[config.mk]
export PLATFORM = sky130hd
export DESIGN_NAME = la_ioring_seq
export DESIGN_NICKNAME = d
export VERILOG_FILES = /design/src/rtl/la_ioring_seq_pkg.sv /design/src/rtl/la_ioring_seq_timer.sv /design/src/rtl/la_ioring_seq.sv
export SDC_FILE = /design/constraint.sdc
export NUM_CORES = 1
export LEC_CHECK = 0
export ABC_AREA = 1
export CAP_MARGIN = 5
export CORE_MARGIN = 5
export CORE_UTILIZATION = 40
export CTS_BUF_LIST = sky130_fd_sc_hd__clkbuf_16
export DETAILED_ROUTE_END_ITERATION = 16
export PLACE_DENSITY = 0.66
export SYNTH_ARGS = -nofsm -noshare
export SYNTH_HDL_FRONTEND = slang
export SYNTH_SLANG_ARGS = --single-unit
[constraint.sdc]
create_clock -name clk -period 1.75 [get_ports clk]
set_clock_uncertainty 0.1 [all_clocks]
set_input_delay 0.4375 -clock clk [delete_from_list [all_inputs] [get_ports clk]]
set_output_delay 0.4375 -clock clk [all_outputs]
set_load 0.1 [all_outputs]
[src/rtl/la_ioring_seq_pkg.sv]
// la_ioring_seq_pkg: state encoding and timer sizing shared by the IO ring sequencer
package la_ioring_seq_pkg;
  typedef enum logic [2:0] {
    OFF   = 3'd0,
    UP    = 3'd1,
    ON    = 3'd2,
    DOWN  = 3'd3,
    FAULT = 3'd4
  } state_t;
  function automatic int timer_w(input int delay);
    return (delay > 1) ? $clog2(delay) : 1;
  endfunction
endpackage

[src/rtl/la_ioring_seq_timer.sv]
// la_ioring_seq_timer: loadable down-counter that parks at zero and flags it
module la_ioring_seq_timer #(
  parameter int W = 1
) (
  input  logic         clk,
  input  logic         nreset,
  input  logic         load,
  input  logic [W-1:0] init,
  output logic         zero
);
  logic [W-1:0] cnt;
  always_ff @(posedge clk or negedge nreset)
    if (!nreset) cnt <= '0;
    else if (load) cnt <= init;
    else if (cnt != '0) cnt <= cnt - W'(1);
  assign zero = (cnt == '0);
endmodule

[src/rtl/la_ioring_seq.sv]
// la_ioring_seq: steps the IO ring control bus up/down one bit per DELAY cycles with fault shutdown
module la_ioring_seq
  import la_ioring_seq_pkg::*;
#(
  parameter int RINGW = 8,
  parameter int DELAY = 16
) (
  input  logic             clk,
  input  logic             nreset,
  input  logic             req,
  input  logic             fault,
  output logic [RINGW-1:0] ioring,
  output logic             ack,
  output logic             busy,
  output logic             faulted
);
  localparam int TW = timer_w(DELAY);
  localparam int IW = $clog2(RINGW + 1);
  localparam logic [IW-1:0] FULL = IW'(RINGW);
  state_t state, state_nx;
  logic [IW-1:0] idx, idx_nx;
  logic step, load, zero;
  la_ioring_seq_timer #(.W(TW)) u_timer (
    .clk(clk),
    .nreset(nreset),
    .load(load),
    .init(TW'(DELAY - 1)),
    .zero(zero)
  );
  always_ff @(posedge clk or negedge nreset)
    if (!nreset) begin
      state <= OFF;
      idx <= '0;
    end else begin
      state <= state_nx;
      idx <= idx_nx;
    end
  // A direction change outranks a coincident timer expiry, so no bit moves on that edge.
  always_comb begin
    state_nx = state;
    idx_nx = idx;
    step = 1'b0;
    if (fault) begin
      state_nx = FAULT;
      idx_nx = '0;
    end else
      case (state)
        OFF: if (req) state_nx = UP;
        UP:
          if (!req) state_nx = (idx == '0) ? OFF : DOWN;
          else if (zero) begin
            step = 1'b1;
            idx_nx = idx + IW'(1);
            if (idx_nx == FULL) state_nx = ON;
          end
        ON: if (!req) state_nx = DOWN;
        DOWN:
          if (req) state_nx = (idx == FULL) ? ON : UP;
          else if (zero) begin
            step = 1'b1;
            idx_nx = idx - IW'(1);
            if (idx_nx == '0) state_nx = OFF;
          end
        FAULT: if (!req) state_nx = OFF;
        default: begin
          state_nx = OFF;
          idx_nx = '0;
        end
      endcase
  end
  always_comb begin
    ack = (state == ON) && (idx == FULL);
    busy = (state == UP) || (state == DOWN);
    faulted = (state == FAULT);
    load = step || (state_nx != state);
  end
  for (genvar i = 0; i < RINGW; i++) begin : g_therm
    assign ioring[i] = (idx > IW'(i));
  end
endmodule
# Word-level counts from Yosys, hierarchy flattened
# Cells that the tools add are included.
[word_totals] ff_bits=11 latchBits=0 mem_bits_rw=0 rom_bits=0 out_inout_bits=11 mem_count=0
[op_classes] n_addsub=3 multipliers=0 n_div=0 order_cmp=8 eq_ne=12 shifts=0 muxes=26 n_bitwise=0 n_reduce_logical=11
[ops] operator="$mux 3" n=10
[ops] operator="$mux 4" n=7
[ops] operator="$gt 4x3->1 const B" n=4
[ops] operator="$pmux 3 s5" n=1
[ops] operator="$logic_not 4->1" n=3
[ops] operator="$pmux 4 s3" n=1
[ops] operator="$eq 4x4->1 const B" n=2
[ops] operator="$gt 4x1->1 const B" n=2
[ops] operator="$gt 4x2->1 const B" n=2
[ops] operator="$sub 4x1->4 const B" n=2
[ops] operator="$eq 3x2->1 const B" n=2
[ops] operator="$ne 3x2->1 const B" n=2
[ops] operator="$ne 3x3->1 const B" n=2
[ops] operator="$reduce_and 5->1" n=1
[ops] operator="$add 4x1->4 const B" n=1
[ops] operator="$mux 1" n=4
[ops] operator="$mux 2" n=2
[ops] operator="$reduce_bool 4->1" n=1
[ops] operator="$eq 3x1->1 const B" n=1
[ops] operator="$eq 3x3->1 const B" n=1
[ops] operator="$logic_not 3->1" n=1
[ops] operator="$ne 3x3->1" n=1
[ops] operator="$reduce_or 3->1" n=1
[ops] operator="$logic_or 1x1->1" n=2
[ops] operator="4 further kinds" n=4

# Longest topological paths before layout
# Gate-level depths: netlist of the first run.
[logic_depth] depth_word=10 mapped_depth=14 depth_no_buf=14

# Modules after synthesis
# From an unflattened synthesis of the first run, not the netlist that was laid out.
[unflattened] cells_unflattened=150 hier_area_um2=997.2
[by_module_without_submodules] mod="la_ioring_seq" instances=1 cells_each=116 area_per_inst_um2=754.5 seq_area_each_um2=175.2
[by_module_without_submodules] mod="la_ioring_seq_timer" instances=1 cells_each=34 area_per_inst_um2=242.7 seq_area_each_um2=100.1

# Worst setup path after synthesis of the first run
# Ideal clock, no wire load.
[synth_path] path_type="reg-to-output" start="register idx[0]" end="output ioring[5]" t_arrival_ps=2932 setup_slack_ps=-1720 path_stages_with_launch=6 path_buffers=0 path_cell_list="dfrtp_1 inv_1 ha_1 inv_1 nand2_1 o21ai_0"
[synth_between] elab_chain_cells=1
[synth_rtl] item="from (decl)" line="la_ioring_seq.sv:21" source="logic [IW-1:0] idx, idx_nx;"
[synth_rtl] item="from (signal assigned)" line="la_ioring_seq.sv:36" source="idx <= idx_nx;"
[synth_rtl] item="$gt 4x3->1" line="la_ioring_seq.sv:78" source="assign ioring[i] = (idx > IW'(i));"
[synth_rtl] item="to (decl)" line="la_ioring_seq.sv:12" source="output logic [RINGW-1:0] ioring,"
# No other way between the ends.

# Final worst setup path of the first run
[layout_path] start="register idx[1]" end="register u_timer.cnt[3]"
[layout_between] elab_chain_cells=10 elab_cells_between_ends=20
[layout_rtl] item="$add 4x1->4 or $sub 4x1->4 (tied branches)" line="la_ioring_seq.sv:53, la_ioring_seq.sv:61"
[layout_rtl] item="$eq 4x4->1 or $logic_not 4->1 (tied branches)" line="la_ioring_seq.sv:54, la_ioring_seq.sv:62"
[layout_rtl] item="$mux 3 (on tied branches)" line="la_ioring_seq.sv:54, la_ioring_seq.sv:62"
[layout_rtl] item="$mux 3 (on tied branches)" line="la_ioring_seq.sv:51, la_ioring_seq.sv:59"
[layout_rtl] item="$mux 3 (on tied branches)" line="la_ioring_seq.sv:50, la_ioring_seq.sv:58"
[layout_rtl] item="$pmux 3 s5 *" line="la_ioring_seq.sv:47" source="case (state)"
[layout_rtl] item="$mux 3 *" line="la_ioring_seq.sv:43" source="if (fault) begin"
[layout_rtl] item="$ne 3x3->1 *" line="la_ioring_seq.sv:75" source="load = step || (state_nx != state);"
[layout_rtl] item="$logic_or 1x1->1 *" line="la_ioring_seq.sv:75"
[layout_rtl] item="$mux 4 or $reduce_bool 2->1 (tied branches)"
[layout_rtl] item="to (signal assigned)" line="la_ioring_seq_timer.sv:14" source="else if (load) cnt <= init;"
[layout_rtl] item="to (signal assigned)" line="la_ioring_seq_timer.sv:15" source="else if (cnt != '0) cnt <= cnt - W'(1);"
[layout_rtl] item="to (decl)" line="la_ioring_seq_timer.sv:11" source="logic [W-1:0] cnt;"
# Mark *: on every way between the ends. The rest lies on a longest branch, timed or not.
# A chain may end at the register's enable or synchronous reset.

==> impl_metrics.csv, run 1 <==
group,metric,value,unit
outcome,run_status,"complete, but fails checks",
outcome,failing_checks,"negative setup slack",
timing,grt_setup_unrepaired,"true",
synthesis,yosysTopAreaCellShare,0.3026,
synthesis,yosys-top-cells-area,"sky130_fd_sc_hd__dfrtp_1 30%, sky130_fd_sc_hd__nand2_1 15%, sky130_fd_sc_hd__inv_1 9.1%",
layout,multi_input_comb_area,760.7,sq um
worst_setup_path,crit_path_cell_trace,"inv_2 > ha_2 > nand3_1 > nor2_2 > nand3_2 > a21oi_2 > nand2_2 > nand3_1 > nand2_2 > nor2_4 > nand2_1",
synthesis,yosysUniqueCellTypes,22,
placed_design,gpl.final_weighted_congestion,0.9415,
synthesis,synth.yosys.seq_area_share,0.3026,
worst_setup_path,timing.critical_path.fanout_max,4,
worst_setup_path,start_kind,"register",
die,die-width,57.69,um
worst_setup_path,critical_path.endpoint_type,"register",
timing,report.final.hold_viol_count,0,
route,top_signal_layer_used,"met4",
grt,grt-ovfl-total,0,
route,route.final.wire_length,4.163,mm
grt,grt.total_usage,0.2271,
route,dr_wl_met2,2.165,mm
layout,finalInstanceArea,1854,sq um
timing,hold_slack,0.4413,ns
synthesis,synth-main-ff-cell,"sky130_fd_sc_hd__dfrtp_1",
timing,worst_slew_pin_slew,0.5026,ns
hold_path,worst_hold_path_type,"input pin to async pin",
synthesis,postSynthRegisterBits,11,
synthesis,yosysWarningCount,0,
route,via_per_inst,5.804,
placed_design,buffer_ports.inserted,14,
timing,fin_setup_tns,-2.884,ns
timing,setup_viol_count_final,15,
worst_setup_path,critical_setup_path_class,"register to register",
die,coreArea,2191,sq um
clock_network,cts-root-buf,"sky130_fd_sc_hd__clkbuf_16",
route,route.layer.met1.wl,1.407,mm
timing,timing.final.max_slew_violations,0,
timing,minimum_clock_period,2.056,ns
synthesis,leading_area_contributor_after_synthesis,"sky130_fd_sc_hd__dfrtp_1",
clock_network,tritoncts.num_buffers,3,
synthesis,postSynthNetCount,146,
synthesis,yosys-top-cells-count,"36 x sky130_fd_sc_hd__nand2_1, 22 x sky130_fd_sc_hd__inv_1, 14 x sky130_fd_sc_hd__nor2_1, 11 x sky130_fd_sc_hd__dfrtp_1, 9 x sky130_fd_sc_hd__nand3_1",
worst_setup_path,cpPeakStageDelay,0.39,ns
synthesis,synthMostInstantiatedCell,"sky130_fd_sc_hd__nand2_1",
grt,grt_start_max_net_pins,12,
synthesis,synth_area,909.6,sq um
route,drt_first_iter_violations,97,
synthesis,synth-async-reset-ratio,1.000,
grt,via_count_of_the_first_global_routing_pass,1274,
synthesis,number_of_flops_mapped_to_enable_cells_by_yosys,0,
clock_network,hold_fix_buffer_count_after_cts,0,
clock_network,clk-insertion-delay-late,0.24,ns
layout,fillCellCount,120,
grt,global_route_wire_length_before_repair,5.878,mm
layout,final_cells,224,
die,placement_rows,17,
job,maxCapViolCount,0,
power_and_ir_drop,post-layout-total-power,1.247,mW
layout,ff_latch_area,280.3,sq um
grt,grt_antenna_before_repair,0,
power_and_ir_drop,power_leakage,0.9035,nW
layout,antennaDiodeCount,0,
timing,maxClockFrequency,0.4864,GHz
synthesis,synthesis.area_per_instance,6.640,sq um
route,routedWlPerCell,18.58,um
layout,area.growth.synth_to_final,103.9,%
die,initial_core_util,0.4152,
synthesis,netlist_instances,137,
worst_setup_path,critical_path.slowest_cell,"sky130_fd_sc_hd__dfrtp_1",
worst_setup_path,crit_required,1.77,ns
worst_setup_path,critPathArrivalTime,2.08,ns
route,route.vias.total,1300,
power_and_ir_drop,vdd_ir_drop_max,0.0007313,V
die,chip_height,57.69,um
placed_design,dpl.cell_count,210,
placed_design,hpwl_detailed,2.243,mm
layout,drive_gt1_frac,0.5765,
clock_network,cts_max_path_buffers,2,
die,ioPinCount,15,
route,first_pass_iters,4,
route,route.antenna.remaining_nets,0,
layout,final_net_count,206,
route,route.detailed.drc,0,
clock_network,clk_pin_slew,0.04,ns
die,fp.dieArea,3328,sq um
power_and_ir_drop,power_density,672.4,nW/um^2
clock_network,depth_of_the_cts_h_tree,1,
timing,period_share,1.175,
clock_network,cts.sinks,11,
placed_design,placed_cell_area,1508,sq um
clock_network,tritoncts,"done",
route,met3RoutedLength,277,um
timing,fin_ws,-0.3060,ns
timing,max-slew-margin-rel,0.6639,
==> path summary, 6_finish.rpt <==
kind	start	endpoint	slack [ns]	cells after the start
worst min-delay path	nreset	u_timer.cnt[0]	0.44	1
worst min register to register	u_timer.cnt[1]	u_timer.cnt[1]	0.50	2
worst max register to register	idx[1]	u_timer.cnt[3]	-0.31	11
min in group clk	u_timer.cnt[1]	u_timer.cnt[1]	0.50	2
worst max-delay path	idx[1]	u_timer.cnt[3]	-0.31	11
max in group asynchronous	nreset	idx[2]	0.74	1
==> per-layer routing <==
metal / global-route usage / up-vias
met5: 0 / -
met4: 0.09603 / 0
met3: 0.02227 / 43
met2: 0.4532 / 95
met1: 0.2350 / 605
li1: - / 557
==> power breakdown <==
part / internal [mW] / switching, mW
clock: 0.300 / 0.113
sequential: 0.281 / 0.0292
combinational: 0.217 / 0.307
total: 0.797 / 0.450
==> layout by cell type (no fill, tap or decap), types with 5 or more instances in the layout <==
cell,instances
sky130_fd_sc_hd__buf_12,12
sky130_fd_sc_hd__nor2_4,6
sky130_fd_sc_hd__dfrtp_1,7
sky130_fd_sc_hd__a21oi_1,6
sky130_fd_sc_hd__nand2_2,10
sky130_fd_sc_hd__inv_1,15
sky130_fd_sc_hd__nand2_1,25
sky130_fd_sc_hd__inv_2,8
sky130_fd_sc_hd__nand2_4,5
sky130_fd_sc_hd__nand3_2,7
sky130_fd_sc_hd__nor2_1,7
sky130_fd_sc_hd__buf_4,35
sky130_fd_sc_hd__buf_6,7
==> state kept, by name (all words and copies together) (netlist names) <==
register,count
idx,4
u_timer.cnt,4
state,3
==> through the flow <==
step                utilization  setup WS, ns
floorplan                     -       -0.2491
global placement         0.6882       -0.2978
detailed placement       0.6882       -0.3577
CTS                      0.8030       -0.2173
global route             0.8464       -0.3895
finish                   0.8464       -0.3060
==> repair_timing <==
action | CTS | global route
pin swaps | 17 | 11
buffers inserted | 8 | 2
setup endpoints to repair | 15 | 20
gates resized for setup | 31 | 22
==> logic make-up after synthesis <==
family                     Yosys count  synth area share
AOI/OAI and AO/OA                   23            0.1403
and+or+nand+nor                     70            0.3480
buffers and inverters               25            0.1114
adders and majority gates            5           0.06878
DFF                                 11            0.3026
xor gates and xnor gates             3           0.02889
==> cell type report <==
class,count,area share
Timing Repair Buffer,57,0.3293
Clock inverter,1,0.002024
Tap cell,28,0.01889
Inverter,23,0.04791
Multi-Input combinational cell,101,0.4103
Clock buffer,3,0.04049
Sequential cell,11,0.1511
==> worst max-delay path: cells and delay by family (launching register included) <==
family	cells	cell delay, ns
and+or+nand+nor	8	0.92
DFF	1	0.39
adders and majority gates	1	0.22
AOI/OAI and AO/OA	1	0.19
buffers and inverters	1	0.11
Note: power is estimated with default switching activity, not from simulation.
==> run 2, diff against run 1 <==
- CORE_UTILIZATION: 40 -> 47
- PLACE_DENSITY: 0.66 -> 0.76
- SLEW_MARGIN: default -> 20
==> impl_metrics.csv, run 2 (same netlist as run 1, synthesis figures left out) <==
group,metric,value,unit
power_and_ir_drop,vdd_ir_drop_max,0.001419,V
clock_network,depth_of_the_cts_h_tree,1,
worst_setup_path,crit_path_cell_trace,"inv_2 > ha_4 > inv_2 > nand2_2 > nand2_1 > nor2_2 > nand3_2 > a21oi_2 > nand2_2 > nand3_1 > nand2_2 > nor2_4 > nand2_1",
layout,largest_registers,"idx: 4 flops, u_timer.cnt: 4 flops, state: 3 flops",
timing,grt_setup_unrepaired,"true",
power_and_ir_drop,power_leakage,0.8549,nW
timing,report.final.hold_viol_count,0,
placed_design,gpl.final_weighted_congestion,0.8788,
worst_setup_path,critPathTopFamily,"simple AND/OR/NAND/NOR gates",
placed_design,pre_cts_ws,-0.3928,ns
layout,mostFrequentLayoutCell,"sky130_fd_sc_hd__buf_4",
clock_network,clk-insertion-delay-late,0.24,ns
power_and_ir_drop,fraction_of_power_spent_switching_nets,0.3924,
placed_design,hpwl_detailed,2.319,mm
layout,drive_gt1_frac,0.5885,
job,maxCapViolCount,0,
route,route.detailed.drc,0,
timing,setup_viol_count_final,18,
placed_design,placed_cell_area,1476,sq um
route,drt_first_iter_violations,119,
clock_network,clk_pin_slew,0.05,ns
clock_network,hold_fix_buffer_count_after_cts,0,
die,chip_height,53.99,um
route,routedWlPerCell,24.02,um
timing,hold_slack,0.4482,ns
grt,grt_antenna_before_repair,0,
layout,mostFrequentLayoutCells,"36 x sky130_fd_sc_hd__buf_4, 25 x sky130_fd_sc_hd__nand2_1, 14 x sky130_fd_sc_hd__inv_1",
worst_setup_path,worst_r2r_endpoint,"u_timer.cnt[0]",
clock_network,tritoncts,"done",
worst_setup_path,worstRegToRegCells,13,
power_and_ir_drop,power.net_switching,513.3,uW
grt,grt-ovfl-total,0,
timing,worst_slew_pin_slew,0.5405,ns
power_and_ir_drop,pwr-share-seq,0.240,
worst_setup_path,critPathMostFrequentCell,"sky130_fd_sc_hd__nand2_2",
power_and_ir_drop,power_density,720.4,nW/um^2
route,first_pass_iters,9,
die,ioPinCount,15,
grt,global_route_wire_length_before_repair,6.637,mm
worst_setup_path,regToRegSetupSlack,-0.34,ns
timing,fin_ws,-0.3419,ns
worst_setup_path,path_buf_inv,2,
die,coreArea,1902,sq um
grt,via_count_of_the_first_global_routing_pass,1304,
layout,final_net_count,202,
layout,area.growth.synth_to_final,99.59,%
power_and_ir_drop,power.clock.fraction,0.335,
grt,grt.total_usage,0.3266,
worst_setup_path,crit_required,1.77,ns
timing,period_share,1.195,
timing,timing.final.max_slew_violations,0,
die,initial_core_util,0.4783,
die,die-width,53.99,um
worst_setup_path,critPathArrivalTime,2.11,ns
worst_setup_path,cpPeakStageDelay,0.40,ns
layout,antennaDiodeCount,0,
layout,finalInstanceArea,1815,sq um
layout,fin_util,0.9546,
outcome,failing_checks,"negative setup slack",
timing,maxClockFrequency,0.4780,GHz
clock_network,cts_max_path_buffers,2,
route,route.vias.total,1422,
timing,minimum_clock_period,2.092,ns
clock_network,cts.sinks,11,
grt,grt_start_max_net_pins,12,
power_and_ir_drop,power_report.internal_total,794.6,uW
power_and_ir_drop,fraction_of_power_consumed_by_combinational_cells,0.425,
route,route.final.wire_length,5.260,mm
clock_network,tritoncts.num_buffers,3,
worst_setup_path,critical_path.endpoint_type,"register",
worst_setup_path,start_kind,"register",
outcome,run_status,"complete, but fails checks",
die,placement_rows,16,
hold_path,worst_hold_path_type,"input pin to async pin",
route,via_per_inst,6.493,
power_and_ir_drop,post-layout-total-power,1.308,mW
worst_setup_path,timing.critical_path.fanout_max,4,
worst_setup_path,critical_setup_path_class,"register to register",
route,route.antenna.remaining_nets,0,
placed_design,buffer_ports.inserted,14,
clock_network,cts-root-buf,"sky130_fd_sc_hd__clkbuf_16",
die,fp.dieArea,2915,sq um
worst_setup_path,source_of_the_worst_register_to_register_timing_path,"idx[1]",
worst_setup_path,critical_path.slowest_cell,"sky130_fd_sc_hd__dfrtp_1",
timing,max-slew-margin-rel,0.6385,
## run 2: final cells by class
class / instances / area (sq um)
Multi-Input combinational cell: 101 / 775.7
Timing Repair Buffer: 53 / 556.8
Inverter: 23 / 88.84
Clock inverter: 1 / 5.005
Tap cell: 27 / 33.78
Sequential cell: 11 / 280.3
Fill cell: 42 / 86.33
Clock buffer: 3 / 75.07
## run 2: metrics by stage
| step | instances | setup TNS (ns) |
|---|---|---|
| after floorplan | 137 | -1.581 |
| final | 219 | -3.451 |
| after CTS | 215 | -1.620 |
| after global placement | 205 | -2.095 |
| after global routing | 219 | -4.392 |
| after detailed placement | 205 | -3.034 |
## run 2: layer usage
layer  up-vias  routed length [um]  track usage
met4         0                 530       0.1535
met3        53                 613      0.07479
li1        550                   -            -
met1       671                1718       0.3406
met2       148                2397       0.6089
met5         -                   0            0
## run 2: power by group through the flow
stage | Clock, mW | Combinational [mW] | Sequential, mW
after floorplan | 0 | 0.257 | 0.303
after detailed placement | 0 | 0.432 | 0.305
final | 0.439 | 0.556 | 0.314
after global placement | 0 | 0.418 | 0.303
after global routing | 0.447 | 0.574 | 0.316
after CTS | 0.423 | 0.464 | 0.302
## run 2: timing repair
| action | 4_1_cts | 5_1_grt |
|---|---|---|
| endpoints found under the setup margin | 17 | 20 |
| buffers inserted | 6 | 4 |
| gates resized for setup | 35 | 20 |
| pin swaps | 9 | 5 |
## run 2: how the worst max path moves through the flow
stage | from | endpoint | depth (start not counted)
5_1_grt | u_timer.cnt[1] | u_timer.cnt[0] | 13
4_1_cts | idx[0] | ioring[5] | 7
3_5_place_dp | req | u_timer.cnt[1] | 12
2_1_floorplan | idx[1] | ack | 6
6_report | idx[1] | u_timer.cnt[0] | 13
3_3_place_gp | req | u_timer.cnt[1] | 12
==> run 3, diff against run 2 <==
- CORE_UTILIZATION: 47 -> 48
- SKIP_LAST_GASP: default -> 1
- SYNTH_HIERARCHICAL: default -> 1
==> impl_metrics.csv, run 3 <==
group,metric,value,unit
synthesis,yosysTopAreaCellShare,0.2760,
synthesis,synth_area,997.2,sq um
die,initial_core_util,0.5083,
clock_network,depth_of_the_cts_h_tree,1,
synthesis,synth-main-ff-cell,"sky130_fd_sc_hd__dfrtp_1",
synthesis,synth.yosys.seq_area_share,0.2760,
synthesis,synthMostInstantiatedCell,"sky130_fd_sc_hd__nand2_1",
clock_network,cts_max_path_buffers,2,
die,placement_rows,16,
synthesis,synthesis.area_per_instance,6.648,sq um
synthesis,yosysUniqueCellTypes,31,
die,die-width,55.58,um
placed_design,placed_cell_area,1727,sq um
clock_network,postcts_setup_bufs,14,
synthesis,yosysWarningCount,6,
synthesis,netlist_instances,150,
clock_network,cts.sinks,11,
synthesis,yosys-top-cells-area,"sky130_fd_sc_hd__dfrtp_1 28%, sky130_fd_sc_hd__nand2_1 15%, sky130_fd_sc_hd__inv_1 8.3%",
outcome,run_status,"aborted with a tool error",
synthesis,number_of_flops_mapped_to_enable_cells_by_yosys,0,
die,chip_height,55.58,um
clock_network,post_cts_resize_count,50,
synthesis,yosys-top-cells-count,"40 x sky130_fd_sc_hd__nand2_1, 22 x sky130_fd_sc_hd__inv_1, 12 x sky130_fd_sc_hd__o21ai_0, 11 x sky130_fd_sc_hd__dfrtp_1, 10 x sky130_fd_sc_hd__nor2_1",
placed_design,buffer_ports.inserted,14,
synthesis,leading_area_contributor_after_synthesis,"sky130_fd_sc_hd__dfrtp_1",
clock_network,cts-root-buf,"sky130_fd_sc_hd__clkbuf_16",
synthesis,postSynthRegisterBits,11,
synthesis,synth-async-reset-ratio,1.000,
outcome,stop_stage,"clock tree synthesis (4_1_cts)",
placed_design,gpl.final_weighted_congestion,0.9285,
die,ioPinCount,15,
clock_network,tritoncts.num_buffers,3,
clock_network,hold_fix_buffer_count_after_cts,0,
placed_design,hpwl_detailed,2.782,mm
placed_design,pre_cts_ws,-0.7383,ns
outcome,flow.first_error,"[ERROR DPL-0038] Utilization greater than 100%, impossible to legalize",
==> run 3: cell types whose count changed after synthesis, moves of 2 or more <==
cell,before,now
sky130_fd_sc_hd__o21ai_1,3,1
sky130_fd_sc_hd__xor2_1,3,0
sky130_fd_sc_hd__nor2_2,0,2
sky130_fd_sc_hd__nor2_1,14,10
sky130_fd_sc_hd__nand2_1,36,40
sky130_fd_sc_hd__inv_2,1,5
sky130_fd_sc_hd__o21ai_0,8,12
==> run 3: logic make-up after synthesis <==
kind of cell             after synthesis  synth area share
other                                  1          0.003761
AO/OA/AOI/OAI                         28            0.1681
adder cells (fa/ha/maj)                5           0.06274
multiplexers                           1           0.01004
flip-flops                            11            0.2760
AND/OR/NAND/NOR                       73            0.3463
buffers and inverters                 30            0.1242
XOR/XNOR                               1          0.008785
==> run 3: through the flow <==
stage               utilization  TNS, ns  std cells
detailed placement       0.8801   -4.589        242
floorplan                     -   -3.755        153
global placement         0.8801   -3.471        242
==> run 4, diff against run 3 <==
- CORE_AREA: default -> 5 5 66 68
- CORE_MARGIN: 5 -> default
- CORE_UTILIZATION: 48 -> default
- CTS_BUF_LIST: sky130_fd_sc_hd__clkbuf_16 -> default
- DIE_AREA: default -> 0 0 71 73
- PLACE_DENSITY: 0.76 -> default
- PLACE_DENSITY_LB_ADDON: default -> 0.15
- clock period: 1.75 -> 2.3 ns (I/O delays scaled with it)
==> impl_metrics.csv, run 4 <==
group,metric,value,unit
outcome,run_status,"completed",
route,route.final.wire_length,2.748,mm
placed_design,dpl.cell_count,235,
worst_setup_path,critPathArrivalTime,1.53,ns
die,initial_core_util,0.2625,
power_and_ir_drop,post-layout-total-power,1.058,mW
worst_setup_path,crit_required,1.62,ns
timing,worst_slew_pin_slew,0.5399,ns
worst_setup_path,start_kind,"register",
layout,mostFrequentLayoutCell,"sky130_fd_sc_hd__nand2_1",
timing,report.final.hold_viol_count,0,
clock_network,clk-insertion-delay-late,0.23,ns
worst_setup_path,worst_r2r_endpoint,"u_timer/cnt[1]",
worst_setup_path,worstRegToRegCells,19,
synthesis,synthesis.area_per_instance,6.648,sq um
hold_path,min_delay_worst_endpoint,"u_timer/cnt[0]",
timing,fin_setup_tns,0,ns
power_and_ir_drop,vdd_ir_drop_max,0.0003973,V
synthesis,yosysUniqueCellTypes,31,
layout,finalInstanceArea,1638,sq um
route,routedWlPerCell,11.36,um
layout,multi_input_comb_area,715.7,sq um
grt,via_count_of_the_first_global_routing_pass,1067,
die,ioPinCount,15,
worst_setup_path,source_of_the_worst_register_to_register_timing_path,"u_timer/cnt[1]",
synthesis,synthMostInstantiatedCell,"sky130_fd_sc_hd__nand2_1",
die,die-width,71,um
synthesis,yosys-top-cells-area,"sky130_fd_sc_hd__dfrtp_1 28%, sky130_fd_sc_hd__nand2_1 15%, sky130_fd_sc_hd__inv_1 8.3%",
grt,global_route_wire_length_before_repair,4.540,mm
timing,hold_slack,0.4885,ns
timing,minimum_clock_period,2.209,ns
synthesis,post_synth_mux_area_share,0.01004,
clock_network,cts-root-buf,"sky130_fd_sc_hd__clkbuf_8",
layout,antennaDiodeCount,0,
timing,max-slew-margin-rel,0.6390,
die,coreArea,3799,sq um
clock_network,tritoncts.num_buffers,3,
hold_path,hold-path-cell-count,3,
placed_design,hpwl_detailed,2.206,mm
synthesis,synth_area,997.2,sq um
layout,final_net_count,202,
worst_setup_path,regToRegSetupSlack,0.20,ns
synthesis,synthesized_area_fraction_occupied_by_xor_and_xnor_cells,0.008783,
worst_setup_path,critical_path.endpoint_type,"primary output",
clock_network,clk_pin_slew,0.05,ns
hold_path,hp-start,"u_timer/cnt[0]",
synthesis,synth-async-reset-ratio,1.000,
die,placement_rows,23,
clock_network,tritoncts,"done",
clock_network,hold_fix_buffer_count_after_cts,0,
timing,timing.final.max_slew_violations,0,
clock_network,cts_max_path_buffers,2,
synthesis,netlist_instances,150,
layout,ff_latch_area,276.5,sq um
synthesis,yosys-top-cells-count,"40 x sky130_fd_sc_hd__nand2_1, 22 x sky130_fd_sc_hd__inv_1, 12 x sky130_fd_sc_hd__o21ai_0, 11 x sky130_fd_sc_hd__dfrtp_1, 10 x sky130_fd_sc_hd__nor2_1",
hold_path,worst_hold_path_type,"register to register",
die,fp.dieArea,5183,sq um
worst_setup_path,timing.critical_path.fanout_max,5,
grt,grt.total_usage,0.1081,
synthesis,synth-main-ff-cell,"sky130_fd_sc_hd__dfrtp_1",
layout,area.growth.synth_to_final,64.24,%
timing,period_share,0.9605,
placed_design,buffer_ports.inserted,14,
layout,largest_registers,"idx: 4 flops, u_timer/cnt: 4 flops, state: 3 flops",
placed_design,gpl.final_weighted_congestion,0.8218,
layout,fillCellCount,389,
route,drt_first_iter_violations,47,
route,first_pass_iters,4,
synthesis,main_combinational_cell_family_by_area_after_synthesis,"simple AND/OR/NAND/NOR gates",
synthesis,synth.yosys.seq_area_share,0.2760,
grt,grt_antenna_before_repair,0,
synthesis,yosysWarningCount,6,
worst_setup_path,critical_setup_path_class,"register to primary output",
job,maxCapViolCount,0,
grt,grt_start_max_net_pins,12,
layout,final_cells,242,
placed_design,placed_cell_area,1494,sq um
route,route.antenna.remaining_nets,0,
synthesis,postSynthRegisterBits,11,
synthesis,synth_fa_ha_area_frac,0.06274,
timing,maxClockFrequency,0.4527,GHz
clock_network,depth_of_the_cts_h_tree,1,
power_and_ir_drop,power_density,645.7,nW/um^2
synthesis,synth_compound_area_frac,0.1681,
route,via_per_inst,4.397,
grt,grt-ovfl-total,0,
synthesis,yosysTopAreaCellShare,0.2760,
die,chip_height,73,um
layout,drive_gt1_frac,0.4375,
clock_network,cts.sinks,11,
layout,mostFrequentLayoutCells,"36 x sky130_fd_sc_hd__nand2_1, 23 x sky130_fd_sc_hd__buf_4, 16 x sky130_fd_sc_hd__inv_1",
timing,setup_viol_count_final,0,
synthesis,synth_simple_gate_area_share,0.3463,
synthesis,number_of_flops_mapped_to_enable_cells_by_yosys,0,
synthesis,leading_area_contributor_after_synthesis,"sky130_fd_sc_hd__dfrtp_1",
route,route.vias.total,1064,
power_and_ir_drop,power_leakage,0.8145,nW
route,route.detailed.drc,0,
==> run 4: cell counts after synthesis <==
Identical to the previous run, type by type.
==> run 4: worst max-delay path, stage by stage, from the launching register on <==
cell and delay, ns:
sky130_fd_sc_hd__dfrtp_1 0.40, sky130_fd_sc_hd__inv_2 0.08, sky130_fd_sc_hd__ha_4 0.16, sky130_fd_sc_hd__nand3_2 0.10, sky130_fd_sc_hd__buf_4 0.16, sky130_fd_sc_hd__nor4_4 0.18
sky130_fd_sc_hd__buf_12 0.21
==> run 4: stage by stage <==
step	worst slack, ns	utilization
2_1_floorplan	-0.3310	-
3_3_place_gp	-0.2180	0.3933
3_5_place_dp	-0.2583	0.3933
4_1_cts	0.005327	0.4071
5_1_grt	-0.01315	0.4312
6_report	0.09093	0.4312
==> run 4: layout make-up <==
| cell class | count | share of cell area |
|---|---|---|
| multi-input cells | 112 | 0.4370 |
| well taps | 50 | 0.03820 |
| repair buffers | 38 | 0.2666 |
| flip-flops and latches | 11 | 0.1688 |
| inverters | 27 | 0.06188 |
| clock buffers | 4 | 0.02750 |
==> run 4: power breakdown <==
group | internal (mW) | switching (mW) | leakage (nW)
Combinational | 0.250 | 0.349 | 0.651
Sequential | 0.232 | 0.0353 | 0.140
Clock | 0.122 | 0.0701 | 0.0228
==> run 4: how the worst max path moves through the flow <==
stage | startpoint | end | slack [ns]
global placement | req | u_timer/cnt[0] | -0.22
CTS | idx[1] | ack | 0.005
finish | idx[1] | ack | 0.09
floorplan | idx[1] | ack | -0.33
global route | idx[1] | u_timer/cnt[1] | -0.01
detailed placement | req | u_timer/cnt[0] | -0.26
==> run 4: cell families (layout without fill, tap and decap cells) <==
logic type | after synthesis | after routing
AOI/OAI and AO/OA | 28 | 28
other | 1 | 4
xor gates and xnor gates | 1 | 1
muxes | 1 | 1
adders and majority gates | 5 | 5
and+or+nand+nor | 73 | 73
buffers and inverters | 30 | 69
DFF | 11 | 11
==> run 4: layer usage <==
layer | vias to the layer above | share of wire | global-route usage | routed length [um]
li1 | 556 | - | - | -
met1 | 493 | 0.44 | 0.1265 | 1215
met3 | 2 | 0.030 | 0.01791 | 82
met4 | 0 | 0.0047 | 0.03758 | 13
met2 | 13 | 0.52 | 0.1988 | 1437
met5 | - | 0 | 0 | 0
==> run 4: what timing repair did <==
item,CTS,global route
pin swaps,0,7
buffers inserted,0,3
resized for setup,4,26
endpoints found under the setup margin,3,5
gates cloned,0,0
